`src/rtl/mux8_rr_arbiter_pkg.sv`:
```
// Shared types and the round-robin pick function for the 8:1 mux arbiter.
package mux8_arb_pkg;

   localparam int N_LANES = 8;
   localparam int SEL_W   = 3;

   typedef enum logic {
      IDLE = 1'b0,
      BUSY = 1'b1
   } arb_state_e;

   // First requesting lane strictly after ptr, wrapping; ptr itself is checked last.
   function automatic logic [SEL_W-1:0] rr_pick(input logic [N_LANES-1:0] req,
                                                input logic [SEL_W-1:0]   ptr);
      logic [SEL_W-1:0] win;
      logic [SEL_W-1:0] idx;
      logic             found;
      win   = '0;
      found = 1'b0;
      for (int i = 1; i <= N_LANES; i++) begin
         idx = ptr + SEL_W'(i);
         if (!found && req[idx]) begin
            win   = idx;
            found = 1'b1;
         end
      end
      return win;
   endfunction

endpackage

```
`src/rtl/mux8_rr_arbiter_if.sv`:
```
// Lane/consumer bundle for mux8_rr_arbiter; timeout_err exists only with MUX8_ARB_TIMEOUT_EN.
interface mux8_rr_arbiter_if
   import mux8_arb_pkg::*;
#(
   parameter int DW = 8
);
   logic [N_LANES-1:0]    req;
   logic [N_LANES*DW-1:0] din;
   logic [N_LANES-1:0]    last;
   logic                  out_ready;
   logic [N_LANES-1:0]    gnt;
   logic [SEL_W-1:0]      sel;
   logic [DW-1:0]         dout;
   logic                  dout_valid;
   logic                  dout_last;
   logic                  busy;
`ifdef MUX8_ARB_TIMEOUT_EN
   logic                  timeout_err;

   modport master (
      output req, din, last, out_ready,
      input  gnt, sel, dout, dout_valid, dout_last, busy, timeout_err
   );
   modport slave (
      input  req, din, last, out_ready,
      output gnt, sel, dout, dout_valid, dout_last, busy, timeout_err
   );
`else
   modport master (
      output req, din, last, out_ready,
      input  gnt, sel, dout, dout_valid, dout_last, busy
   );
   modport slave (
      input  req, din, last, out_ready,
      output gnt, sel, dout, dout_valid, dout_last, busy
   );
`endif
endinterface

```
`src/rtl/mux8_rr_arbiter_datapath.sv`:
```
// 8:1 data multiplexer steered by the arbiter's registered select.
module mux8_datapath
   import mux8_arb_pkg::*;
#(
   parameter int DW = 8
) (
   input  logic [N_LANES*DW-1:0] din,
   input  logic [SEL_W-1:0]      sel,
   output logic [DW-1:0]         dout
);

   always_comb begin
      dout = din[sel*DW +: DW];
   end

endmodule

```
`src/rtl/mux8_rr_arbiter.sv`:
```
// Round-robin packet arbiter for an 8:1 mux; MUX8_ARB_TIMEOUT_EN adds an idle-beat watchdog.
//
// state | meaning
// IDLE  | no grant held; arbitrate among req on the next edge
// BUSY  | grant held on sel_q until its last beat is accepted
module mux8_rr_arbiter
   import mux8_arb_pkg::*;
#(
   parameter int DW      = 8,
   parameter int TIMEOUT = 16
) (
   input  logic             clk,
   input  logic             rst,
   mux8_rr_arbiter_if.slave bus
);

   arb_state_e         state_q, state_d;
   logic [N_LANES-1:0] gnt_q, gnt_d;
   logic [SEL_W-1:0]   sel_q, sel_d;
   logic [SEL_W-1:0]   ptr_q, ptr_d;
   logic [SEL_W-1:0]   win;
   logic               busy;
   logic               xfer;

`ifdef MUX8_ARB_TIMEOUT_EN
   localparam int CNT_W = $clog2(TIMEOUT) + 1;
   logic [CNT_W-1:0]   cnt_q, cnt_d;
   logic               terr_q, terr_d;
`endif

   if (TIMEOUT < 1) begin : g_bad_timeout
      $error("mux8_rr_arbiter: TIMEOUT must be >= 1");
   end

   assign busy = (state_q == BUSY);
   assign xfer = busy & bus.req[sel_q] & bus.out_ready;
   assign win  = rr_pick(bus.req, ptr_q);

   assign bus.gnt        = gnt_q;
   assign bus.sel        = sel_q;
   assign bus.busy       = busy;
   assign bus.dout_valid = busy & bus.req[sel_q];
   assign bus.dout_last  = busy & bus.req[sel_q] & bus.last[sel_q];
`ifdef MUX8_ARB_TIMEOUT_EN
   assign bus.timeout_err = terr_q;
`endif

   mux8_datapath #(.DW(DW)) u_datapath (
      .din  (bus.din),
      .sel  (sel_q),
      .dout (bus.dout)
   );

   always_comb begin
      state_d = state_q;
      gnt_d   = gnt_q;
      sel_d   = sel_q;
      ptr_d   = ptr_q;
`ifdef MUX8_ARB_TIMEOUT_EN
      cnt_d   = cnt_q;
      terr_d  = 1'b0;
`endif
      case (state_q)
         IDLE: begin
            if (|bus.req) begin
               state_d    = BUSY;
               sel_d      = win;
               ptr_d      = win;
               gnt_d      = '0;
               gnt_d[win] = 1'b1;
`ifdef MUX8_ARB_TIMEOUT_EN
               cnt_d      = CNT_W'(TIMEOUT);
`endif
            end
         end
         BUSY: begin
            if (xfer) begin
               if (bus.last[sel_q]) begin
                  state_d = IDLE;
                  gnt_d   = '0;
               end
`ifdef MUX8_ARB_TIMEOUT_EN
               cnt_d = CNT_W'(TIMEOUT);
            end else if (!bus.req[sel_q]) begin
               // Down-count idle beats; terminal count 1 is the TIMEOUT-th idle cycle.
               if (cnt_q == CNT_W'(1)) begin
                  state_d = IDLE;
                  gnt_d   = '0;
                  terr_d  = 1'b1;
               end else begin
                  cnt_d = cnt_q - CNT_W'(1);
               end
`endif
            end
         end
         default: begin
            state_d = IDLE;
            gnt_d   = '0;
         end
      endcase
   end

   always_ff @(posedge clk) begin
      if (rst) begin
         state_q <= IDLE;
         gnt_q   <= '0;
         sel_q   <= '0;
         ptr_q   <= SEL_W'(N_LANES - 1);
`ifdef MUX8_ARB_TIMEOUT_EN
         cnt_q   <= '0;
         terr_q  <= 1'b0;
`endif
      end else begin
         state_q <= state_d;
         gnt_q   <= gnt_d;
         sel_q   <= sel_d;
         ptr_q   <= ptr_d;
`ifdef MUX8_ARB_TIMEOUT_EN
         cnt_q   <= cnt_d;
         terr_q  <= terr_d;
`endif
      end
   end

endmodule

```
`src/flat_wrapper.sv`:
```
// flat-port wrapper written by rule: the top's interface ports become plain ports
module mux8_rr_arbiter_flat import mux8_arb_pkg::*;
#(
   parameter int DW      = 8,
   parameter int TIMEOUT = 16
)
  (clk, rst, bus_req, bus_din, bus_last, bus_out_ready, bus_gnt, bus_sel, bus_dout, bus_dout_valid, bus_dout_last, bus_busy);
  mux8_rr_arbiter_if #(.DW(DW)) bus_i ();
  input  logic clk;
  input  logic rst;
  input wire logic [$bits(bus_i.req)-1:0] bus_req;
  input wire logic [$bits(bus_i.din)-1:0] bus_din;
  input wire logic [$bits(bus_i.last)-1:0] bus_last;
  input wire logic [$bits(bus_i.out_ready)-1:0] bus_out_ready;
  output wire logic [$bits(bus_i.gnt)-1:0] bus_gnt;
  output wire logic [$bits(bus_i.sel)-1:0] bus_sel;
  output wire logic [$bits(bus_i.dout)-1:0] bus_dout;
  output wire logic [$bits(bus_i.dout_valid)-1:0] bus_dout_valid;
  output wire logic [$bits(bus_i.dout_last)-1:0] bus_dout_last;
  output wire logic [$bits(bus_i.busy)-1:0] bus_busy;
  assign bus_i.req = bus_req;
  assign bus_i.din = bus_din;
  assign bus_i.last = bus_last;
  assign bus_i.out_ready = bus_out_ready;
  assign bus_gnt = bus_i.gnt;
  assign bus_sel = bus_i.sel;
  assign bus_dout = bus_i.dout;
  assign bus_dout_valid = bus_i.dout_valid;
  assign bus_dout_last = bus_i.dout_last;
  assign bus_busy = bus_i.busy;
  mux8_rr_arbiter #(.DW(DW), .TIMEOUT(TIMEOUT)) u_core (.clk(clk), .rst(rst), .bus(bus_i));
endmodule
```
`config.mk`:
```
export PLATFORM = sky130hd
export DESIGN_NAME = mux8_rr_arbiter_flat
export DESIGN_NICKNAME = d
export VERILOG_FILES = /design/src/rtl/mux8_rr_arbiter_pkg.sv /design/src/rtl/mux8_rr_arbiter_if.sv /design/src/rtl/mux8_rr_arbiter_datapath.sv /design/src/rtl/mux8_rr_arbiter.sv /design/src/flat_wrapper.sv
export SDC_FILE = /design/constraint.sdc
export NUM_CORES = 1
export LEC_CHECK = 0
export BUFFER_PORTS_ARGS = -buffer_cell sky130_fd_sc_hd__buf_2
export CAP_MARGIN = 20
export CORE_MARGIN = 4
export CORE_UTILIZATION = 48
export DETAILED_ROUTE_END_ITERATION = 12
export PLACE_DENSITY_LB_ADDON = 0.3
export RECOVER_POWER = 100
export SYNTH_ARGS = -nofsm -noshare
export SYNTH_HDL_FRONTEND = slang
export SYNTH_HIERARCHICAL = 1
export SYNTH_SLANG_ARGS = --single-unit
```
`constraint.sdc`:
```
create_clock -name clk -period 4.5 [get_ports clk]
set_input_delay 0.675 -clock clk [delete_from_list [all_inputs] [get_ports clk]]
set_output_delay 0.675 -clock clk [all_outputs]
set_load 0.005 [all_outputs]
```
# Word level (Yosys, flattened, before mapping)
# Index checks and enable logic that the tools add are counted.
# totals
reg_bits	15
in_bits	83
word_cells	93
# classes
n_addsub	7
n_lt_le_gt_ge	11
eq_ne	3
shifts	1
n_mux	45
bitwise	4
reduce_logical	18
# op_table
operator	count
indexed part select 64 x 7 -> 8 bit	1
less-than comparator 3 x 4 -> 1 bit (second input constant)	10
binary-select mux 1 bit (select 3 bit)	10
two-way mux 3 bit	8
two-way mux 8 bit	3
two-way mux 1 bit	21
case mux 8 bit (2 select lines)	1
adder 3 bit (second input constant)	4
logical AND 1 bit	8
OR reduction 8 bit	1
zero test 1 bit	7
adder 3 x 2 -> 3 bit (second input constant)	2
inequality test 2 bit (second input constant)	2
adder 3 x 1 -> 3 bit (second input constant)	1
bitwise AND 1 bit	3
demux 1 bit (select 3 bit)	1
>= comparator 3 x 1 -> 1 bit (second input constant)	1
AND reduction 3 bit	1
inequality test 2 x 1 -> 1 bit (second input constant)	1
case mux 1 bit (2 select lines)	1
AND reduction 2 bit	1
inverter 1 bit	1

# Logic depth before layout (Yosys ltp)
# Gate-level depths: netlist of run 1.
# logic_depth
depth_word	31
mapped_depth	15
mapped_depth_nobuf	10

# Modules after synthesis
# Netlist of run 1, hierarchy kept.
# by_module_without_submodules
mod	instances	cells_per_inst	area_each_um2
mux8_rr_arbiter	1	174	1702.9
mux8_datapath	1	29	550.5

# Least setup slack after synthesis of run 1
# No wires, ideal clock.
# synth_timing
path_kind	register to register
startpoint	register u_core.ptr_q[0]
endpoint	register u_core.gnt_q[5] (netlist: u_core/bus.gnt[5])
setup_time_ps	117
arrival_ps	3382
required_time_ps	4383
path_slack_ps	1000
stages_incl_launch_ff	15
path_buffers	4
synth_period_minus_slack_ps	3500
path_cell_list	dfxtp_1 -> buf_6 -> clkbuf_1 -> inv_1 -> ha_1 -> buf_4 -> buf_6 -> mux2i_1 -> mux2i_2 -> a211oi_1 -> or4_1 -> o32a_1 -> o22ai_4 -> nor3_2 -> a32o_1
# synth_between
elab_chain_cells	31
word_cells_on_any_way	59
# synth_lines
item	line	rtl
from (decl)	mux8_rr_arbiter.sv:20	logic [SEL_W-1:0] ptr_q, ptr_d;
from (signal assigned)	mux8_rr_arbiter.sv:108	ptr_q <= SEL_W'(N_LANES - 1);
from (signal assigned)	mux8_rr_arbiter.sv:117	ptr_q <= ptr_d;
adder 3 x 1 -> 3 bit	mux8_rr_arbiter_pkg.sv:21	idx = ptr + SEL_W'(i);
binary-select mux 1 bit (select 3 bit)	mux8_rr_arbiter_pkg.sv:22	if (!found && req[idx]) begin
two-way mux 1 bit (not written as such)	mux8_rr_arbiter_pkg.sv:22	
two-way mux 1 bit	mux8_rr_arbiter_pkg.sv:22	
zero test 1 bit	mux8_rr_arbiter_pkg.sv:22	
logical AND 1 bit	mux8_rr_arbiter_pkg.sv:22	
two-way mux 1 bit	mux8_rr_arbiter_pkg.sv:22	
zero test 1 bit	mux8_rr_arbiter_pkg.sv:22	
(+15 left out)	-	
logical AND 1 bit	mux8_rr_arbiter_pkg.sv:22	
two-way mux 3 bit *	mux8_rr_arbiter_pkg.sv:22	
less-than comparator 3 x 4 -> 1 bit (not written as such) or >= comparator 3 x 1 -> 1 bit (tied branches)	mux8_rr_arbiter.sv:70	gnt_d[win] = 1'b1;
logical AND 1 bit (not written as such)	mux8_rr_arbiter.sv:70	
two-way mux 1 bit (not written as such)	mux8_rr_arbiter.sv:70	
demux 1 bit (select 3 bit) *	-	
two-way mux 8 bit *	mux8_rr_arbiter.sv:65	if (|bus.req) begin
case mux 8 bit (2 select lines) *	mux8_rr_arbiter.sv:63	case (state_q)
to (signal assigned)	mux8_rr_arbiter.sv:115	gnt_q <= gnt_d;
to (decl)	mux8_rr_arbiter.sv:18	logic [N_LANES-1:0] gnt_q, gnt_d;
# Every way passes the cells marked *; elsewhere a longest branch is shown, timed or not. The select of a mux whose other input is x is not followed.
# A chain may end at the register's enable or synchronous reset.

# Final worst setup path of run 1
# layout_timing
startpoint	register u_core.ptr_q[1]
endpoint	register u_core.gnt_q[5] (netlist: u_core/bus.gnt[5])
# Same word-level chain as after synthesis.

==> impl_metrics.tcl, run 1 <==
set metrics [dict create \
    wire_per_inst_um 19.4 \
    ys_ff_latch 15 \
    critPathLaunch "u_core/ptr_q[1]" \
    cts_tree "done" \
    hold_buffers 0 \
    rows 24 \
    antenna_found_initial 0 \
    hold_viol 0 \
    dieArea_um2 5850 \
    ir_drop_mv 0.346 \
    critPathCapture "u_core/bus.gnt[5]" \
    grt_max_degree 23 \
    areaGrowthSynthToFinish_pct 21.5 \
    setup_viol 0 \
    grt_setup_unrepaired "false" \
    synthDistinctLibCells 50 \
    p_per_area_nw_per_um2 626 \
    fin_util_pct 61.6 \
    core_um2 4440 \
    finClkSkew_ns 0.00246 \
    vias 2214 \
    synth_edf_count 0 \
    cts.repair.resized 0 \
    synthesis.instances 203 \
    tightest_slew_ns 1.06 \
    fmax_ghz 0.256 \
    syn_nets 288 \
    clkLatencyLatePin_ns 0.25 \
    initial_utilization_pct 50.7 \
    critPathKind "register to register" \
    clock_path_buffers 2 \
    drcViolationCount 0 \
    yosys.area.top_type "mux4_1" \
    overflow 0 \
    hold_path_class "register to register" \
    synth_area_leaders "mux4_1 19%, mux4_2 18%, dfxtp_1 13%" \
    drv_slew 0 \
    crit_path_start_kind "register" \
    drive_above_1_share_pct 43.9 \
    routed_via_density 6.36 \
    syn-cell-area_um2 2250 \
    portBuffers 104 \
    timing.rr.start "u_core/ptr_q[1]" \
    grt_first_pass_wirelength_mm 11.1 \
    cts-root-buf "clkbuf_8" \
    dr.pass1.iters 4 \
    final_common_cell "buf_2" \
    gp_congestion 0.907 \
    power_mw 1.71 \
    ant_nets 0 \
    wirelength_mm 6.76 \
    r2r_slack_ns 0.60 \
    track_usage_pct 23.0 \
    synth_area_per_cell_um2 11.1 \
    die_h_um 76.5 \
    dp_hpwl_mm 5.28 \
    p_sw_mw 0.837 \
    tns_ns 0 \
    p_clk_share_pct 6.5 \
    post_cts_buffers 0 \
    ff2ff_path_depth 10 \
    yosysSeqAreaShare_pct 13.3 \
    finalCriticalPeriod_ns 3.90 \
    p_leak_nw 1.16 \
    fill_cells 394 \
    internal-power_mw 0.875 \
    first_global_vias 2271 \
    worstPathMaxFanout 15 \
    holdWs_ns 0.456 \
    p_comb_share_pct 77.4 \
    cts_max_level 1 \
    layout.nets 382 \
    yosysWarnings 6 \
    slew_headroom_pct 29.1 \
    pin_count 105 \
    layout_common_cells "88 x buf_2, 18 x mux4_2, 17 x mux2i_1" \
    status "completed" \
    drtIter0Drc 145 \
    cp.arrival_ns 4.05 \
    die_x_um 76.5 \
    switching_share_pct 48.9 \
    synth_top_area_share_pct 18.7 \
    pwr-share-seq_pct 16.1 \
    fin_crit_sh_pct 86.7 \
    required_ns 4.65 \
    cp-end-kind "register" \
    synthArstFlopShare_pct 0 \
    numCtsBuffers 3 \
    cts.sinks 15 \
    yosys_most_used_dff "dfxtp_1" \
    r2r_end "u_core/bus.gnt[5]" \
    clk_pin_slew_ns 0.06 \
    maxCapViolCount 0 \
    antenna_cells 0 \
]
==> cell usage after synthesis, types with 2 or more instances <==
cell and number:
a32o_1 4, mux4_1 16, nand2b_1 4, mux2i_2 2
buf_6 3, nor3_2 2, xnor2_1 2, dfxtp_1 15
inv_1 7, buf_1 2, o31ai_1 5, clkbuf_1 5
o21a_1 3, mux4_2 18, and2_1 2, buf_4 2
buf_2 3, nor2b_1 5, mux2i_1 17, nor2_1 4
a21oi_1 10, nor4_1 2, o21ai_0 5, a211oi_1 3
nand2_1 16, a31o_2 2, ha_1 2, nand3_1 4
nor3_1 4, mux2_2 11, a31oi_1 3, a32oi_1 2
==> critical path: stages (launching register included) <==
cell and delay, ns:
dfxtp_1 0.70, inv_1 0.13, ha_1 0.68, mux2i_1 0.42, mux2i_1 0.16, and3_1 0.21, or4_1 0.47, o32a_1 0.34
o22ai_1 0.31, nor3_1 0.11, a32o_1 0.27
==> area by class of cell <==
class	count	area, µm²	share of cell area, %
timing repair buffer	105	508	18.6
multi-input combinational	165	1790	65.4
inverter	7	26.3	0.960
sequential	15	300	11.0
clock buffer	3	41.3	1.51
clock inverter	1	7.51	0.274
tap	52	65.1	2.38
==> cell families (layout without fill, tap and decap cells) <==
group	after synthesis	count (layout)	synth area share, %
mux	64	64	50.9
compound gates	44	44	14.4
fa+ha+maj	2	2	1.11
flops	15	15	13.3
simple gates	52	52	12.7
xor+xnor	3	3	1.50
buf+inv	23	116	6.05
==> routing by layer <==
layer / vias up / share of wire [%] / track usage (%)
met5: - / 0 / 0
met4: 0 / 0.43 / 5.25
met3: 6 / 9.2 / 6.03
met2: 114 / 52 / 42.2
met1: 1064 / 38 / 26.7
li1: 1030 / - / -
==> power by group through the flow <==
stage          Clock (mW)  Combinational [mW]  Sequential [mW]
2_1_floorplan           0                1.17            0.217
3_3_place_gp            0                1.35            0.278
3_5_place_dp            0                1.37            0.281
4_1_cts             0.115                1.37            0.278
5_1_grt             0.120                1.45            0.290
6_report            0.111                1.33            0.275
==> per-stage QoR <==
stage | instance area [µm²] | setup slack [ns] | std cells
2_1_floorplan | 2250 | 1.00 | 203
3_3_place_gp | 2740 | 0.875 | 344
6_report | 2740 | 0.596 | 348
3_5_place_dp | 2740 | 0.719 | 344
5_1_grt | 2740 | 0.340 | 348
4_1_cts | 2790 | 0.737 | 348
==> flip-flops by register name, indices dropped and copies added (netlist names) <==
signal,count
u_core/ptr_q,3
u_core/bus.gnt,8
u_core/bus.sel,3
u_core/bus.busy,1
==> worst min-delay path by stage <==
stage,start,end,slack (ns),depth (start not counted)
finish,u_core/bus.gnt[4],u_core/bus.gnt[4],0.46,2
global route,u_core/bus.gnt[0],u_core/bus.gnt[0],0.48,2
CTS,u_core/bus.gnt[0],u_core/bus.gnt[0],0.46,2
detailed placement,u_core/bus.gnt[0],u_core/bus.gnt[0],0.44,2
global placement,u_core/bus.gnt[0],u_core/bus.gnt[0],0.44,2
floorplan,u_core/bus.gnt[0],u_core/bus.gnt[0],0.45,2
No activity file was read; power rests on OpenSTA's default activity.
==> inputs of run 2 (changes only) <==
--- a/config.mk
+++ b/config.mk
@@ -7,9 +7,11 @@
 export LEC_CHECK = 0
 export BUFFER_PORTS_ARGS = -buffer_cell sky130_fd_sc_hd__buf_2
 export CAP_MARGIN = 20
+export CORE_ASPECT_RATIO = 2
 export CORE_MARGIN = 4
 export CORE_UTILIZATION = 48
 export DETAILED_ROUTE_END_ITERATION = 12
+export GPL_TIMING_DRIVEN = 0
 export PLACE_DENSITY_LB_ADDON = 0.3
 export RECOVER_POWER = 100
 export SYNTH_ARGS = -nofsm -noshare
==> run 2 against run 1 <==
Effect of this change: non-clock buffer count up 14; sequential cell count unchanged; clock-buffer cell count did not move; via count increased by 4.8%.
==> impl_metrics.tcl, run 2 (synthesized netlist as in run 1, its figures left out) <==
set metrics [dict create \
    status "completed" \
    cp-end-kind "register" \
    finalCriticalPeriod_ns 4.06 \
    worstPathMaxFanout 10 \
    overflow 0 \
    ant_nets 0 \
    setup_viol 0 \
    gp_congestion 0.949 \
    die_x_um 56.5 \
    dieArea_um2 5920 \
    grt_setup_unrepaired "false" \
    critPathCapture "u_core/bus.gnt[7]" \
    first_global_vias 2348 \
    track_usage_pct 23.2 \
    hold_viol 0 \
    path_common_cell "buf_6" \
    required_ns 4.64 \
    cts_tree "done" \
    ir_drop_mv 0.554 \
    r2r_slack_ns 0.44 \
    tns_ns 0 \
    grt_max_degree 11 \
    pin_count 105 \
    p_per_area_nw_per_um2 647 \
    clk_pin_slew_ns 0.06 \
    place_ws_ns 0.482 \
    timing.rr.start "u_core/ptr_q[0]" \
    cts_max_level 1 \
    rows 35 \
    initial_utilization_pct 49.0 \
    dp_hpwl_mm 5.80 \
    wire_per_inst_um 19.0 \
    critPathKind "register to register" \
    drcViolationCount 0 \
    drtIter0Drc 108 \
    die_h_um 105 \
    crit_chain "buf_6, clkbuf_1, inv_1, ha_1, buf_4, buf_6, mux2i_1, mux2i_2, a211oi_1, or4_1, o32a_1, o22ai_4, nor3_1, a32o_1" \
    crit_path_start_kind "register" \
    dr.pass1.iters 4 \
    antenna_found_initial 0 \
    cpLargestDelayFamily "buffers and inverters" \
    layout_common_cells "94 x buf_2, 18 x mux4_2, 17 x clkbuf_1, 17 x mux2i_1, 17 x nand2_1" \
    ff2ff_path_depth 14 \
    finClkSkew_ns 0.00458 \
    antenna_cells 0 \
    layout.nets 396 \
    hold_buffers 0 \
    clkLatencyLatePin_ns 0.24 \
    tightest_slew_ns 0.607 \
    fin_area_um2 2860 \
    critPathLaunch "u_core/ptr_q[0]" \
    vias 2320 \
    p_leak_nw 1.23 \
    critPathMaxStageDelay_ns 0.51 \
    numCtsBuffers 3 \
    slowest_stage "or4_1" \
    clock_path_buffers 2 \
    fmax_ghz 0.246 \
    r2r_end "u_core/bus.gnt[7]" \
    critPathBufInv 5 \
    path_depth 14 \
    wirelength_mm 6.95 \
    cts.sinks 15 \
    portBuffers 103 \
    post_cts_buffers 0 \
    routed_via_density 6.36 \
    place_area_um2 2840 \
    final_common_cell "buf_2" \
    drv_slew 0 \
    cts-root-buf "clkbuf_8" \
    cp.arrival_ns 4.20 \
    maxCapViolCount 0 \
    areaGrowthSynthToFinish_pct 27.0 \
    slew_headroom_pct 59.3 \
    grt_first_pass_wirelength_mm 11.1 \
    fin_ws_ns 0.440 \
    largest_reg_flops 8 \
    cts.repair.resized 0 \
    drive_above_1_share_pct 46.1 \
    fin_crit_sh_pct 90.2 \
    hold_path_class "register to register" \
    core_um2 4600 \
]
-- run 2: layer usage --
| metal | share of wire [%] | global-route usage [%] | vias up |
|---|---|---|---|
| li1 | - | - | 1054 |
| met5 | 0 | 0 | - |
| met3 | 8.2 | 3.96 | 24 |
| met4 | 4.0 | 11.7 | 0 |
| met1 | 32 | 23.5 | 1122 |
| met2 | 55 | 43.4 | 120 |
-- run 2: area by class of cell --
class                   count  area, µm²
multi-input cells         165       1810
inverters                   7       26.3
repair buffers            103        503
clock inverters             1       5.00
plain buffers              16        108
fillers                   419       1740
flip-flops and latches     15        300
clock buffers               3       41.3
well taps                  55       68.8
-- run 2: how the worst min path moves through the flow --
stage	start	endpoint	slack, ns	cells after the start
6_report	u_core/bus.gnt[4]	u_core/bus.gnt[4]	0.46	2
2_1_floorplan	u_core/bus.gnt[0]	u_core/bus.gnt[0]	0.45	2
5_1_grt	u_core/bus.gnt[4]	u_core/bus.gnt[4]	0.48	2
3_3_place_gp	u_core/bus.gnt[0]	u_core/bus.gnt[0]	0.43	2
3_5_place_dp	u_core/bus.gnt[4]	u_core/bus.gnt[4]	0.44	2
4_1_cts	u_core/bus.gnt[4]	u_core/bus.gnt[4]	0.47	2
-- run 2: power by group --
part / switching [mW] / internal (mW)
clock: 0.0443 / 0.0611
combinational: 0.821 / 0.709
sequential: 0.0397 / 0.177
-- run 2: metrics by stage --
step                      total power, mW  utilization (%)  hold slack, ns  std cells
after floorplan                      1.38                -           0.449        203
after global placement               1.73             61.7           0.434        361
after detailed placement             1.75             61.7           0.444        361
after CTS                            1.86             62.7           0.466        365
after global routing                 2.00             62.2           0.480        365
final                                1.85             62.2           0.461        365
-- run 2: worst register-to-register path, cell delays in order, from the launching register on --
cell and delay, ns:
dfxtp_1 0.42, buf_6 0.20, clkbuf_1 0.44, inv_1 0.13, ha_1 0.31, buf_4 0.17, buf_6 0.15, mux2i_1 0.20
mux2i_2 0.33, a211oi_1 0.13, or4_1 0.51, o32a_1 0.38, o22ai_4 0.22, nor3_1 0.10, a32o_1 0.27
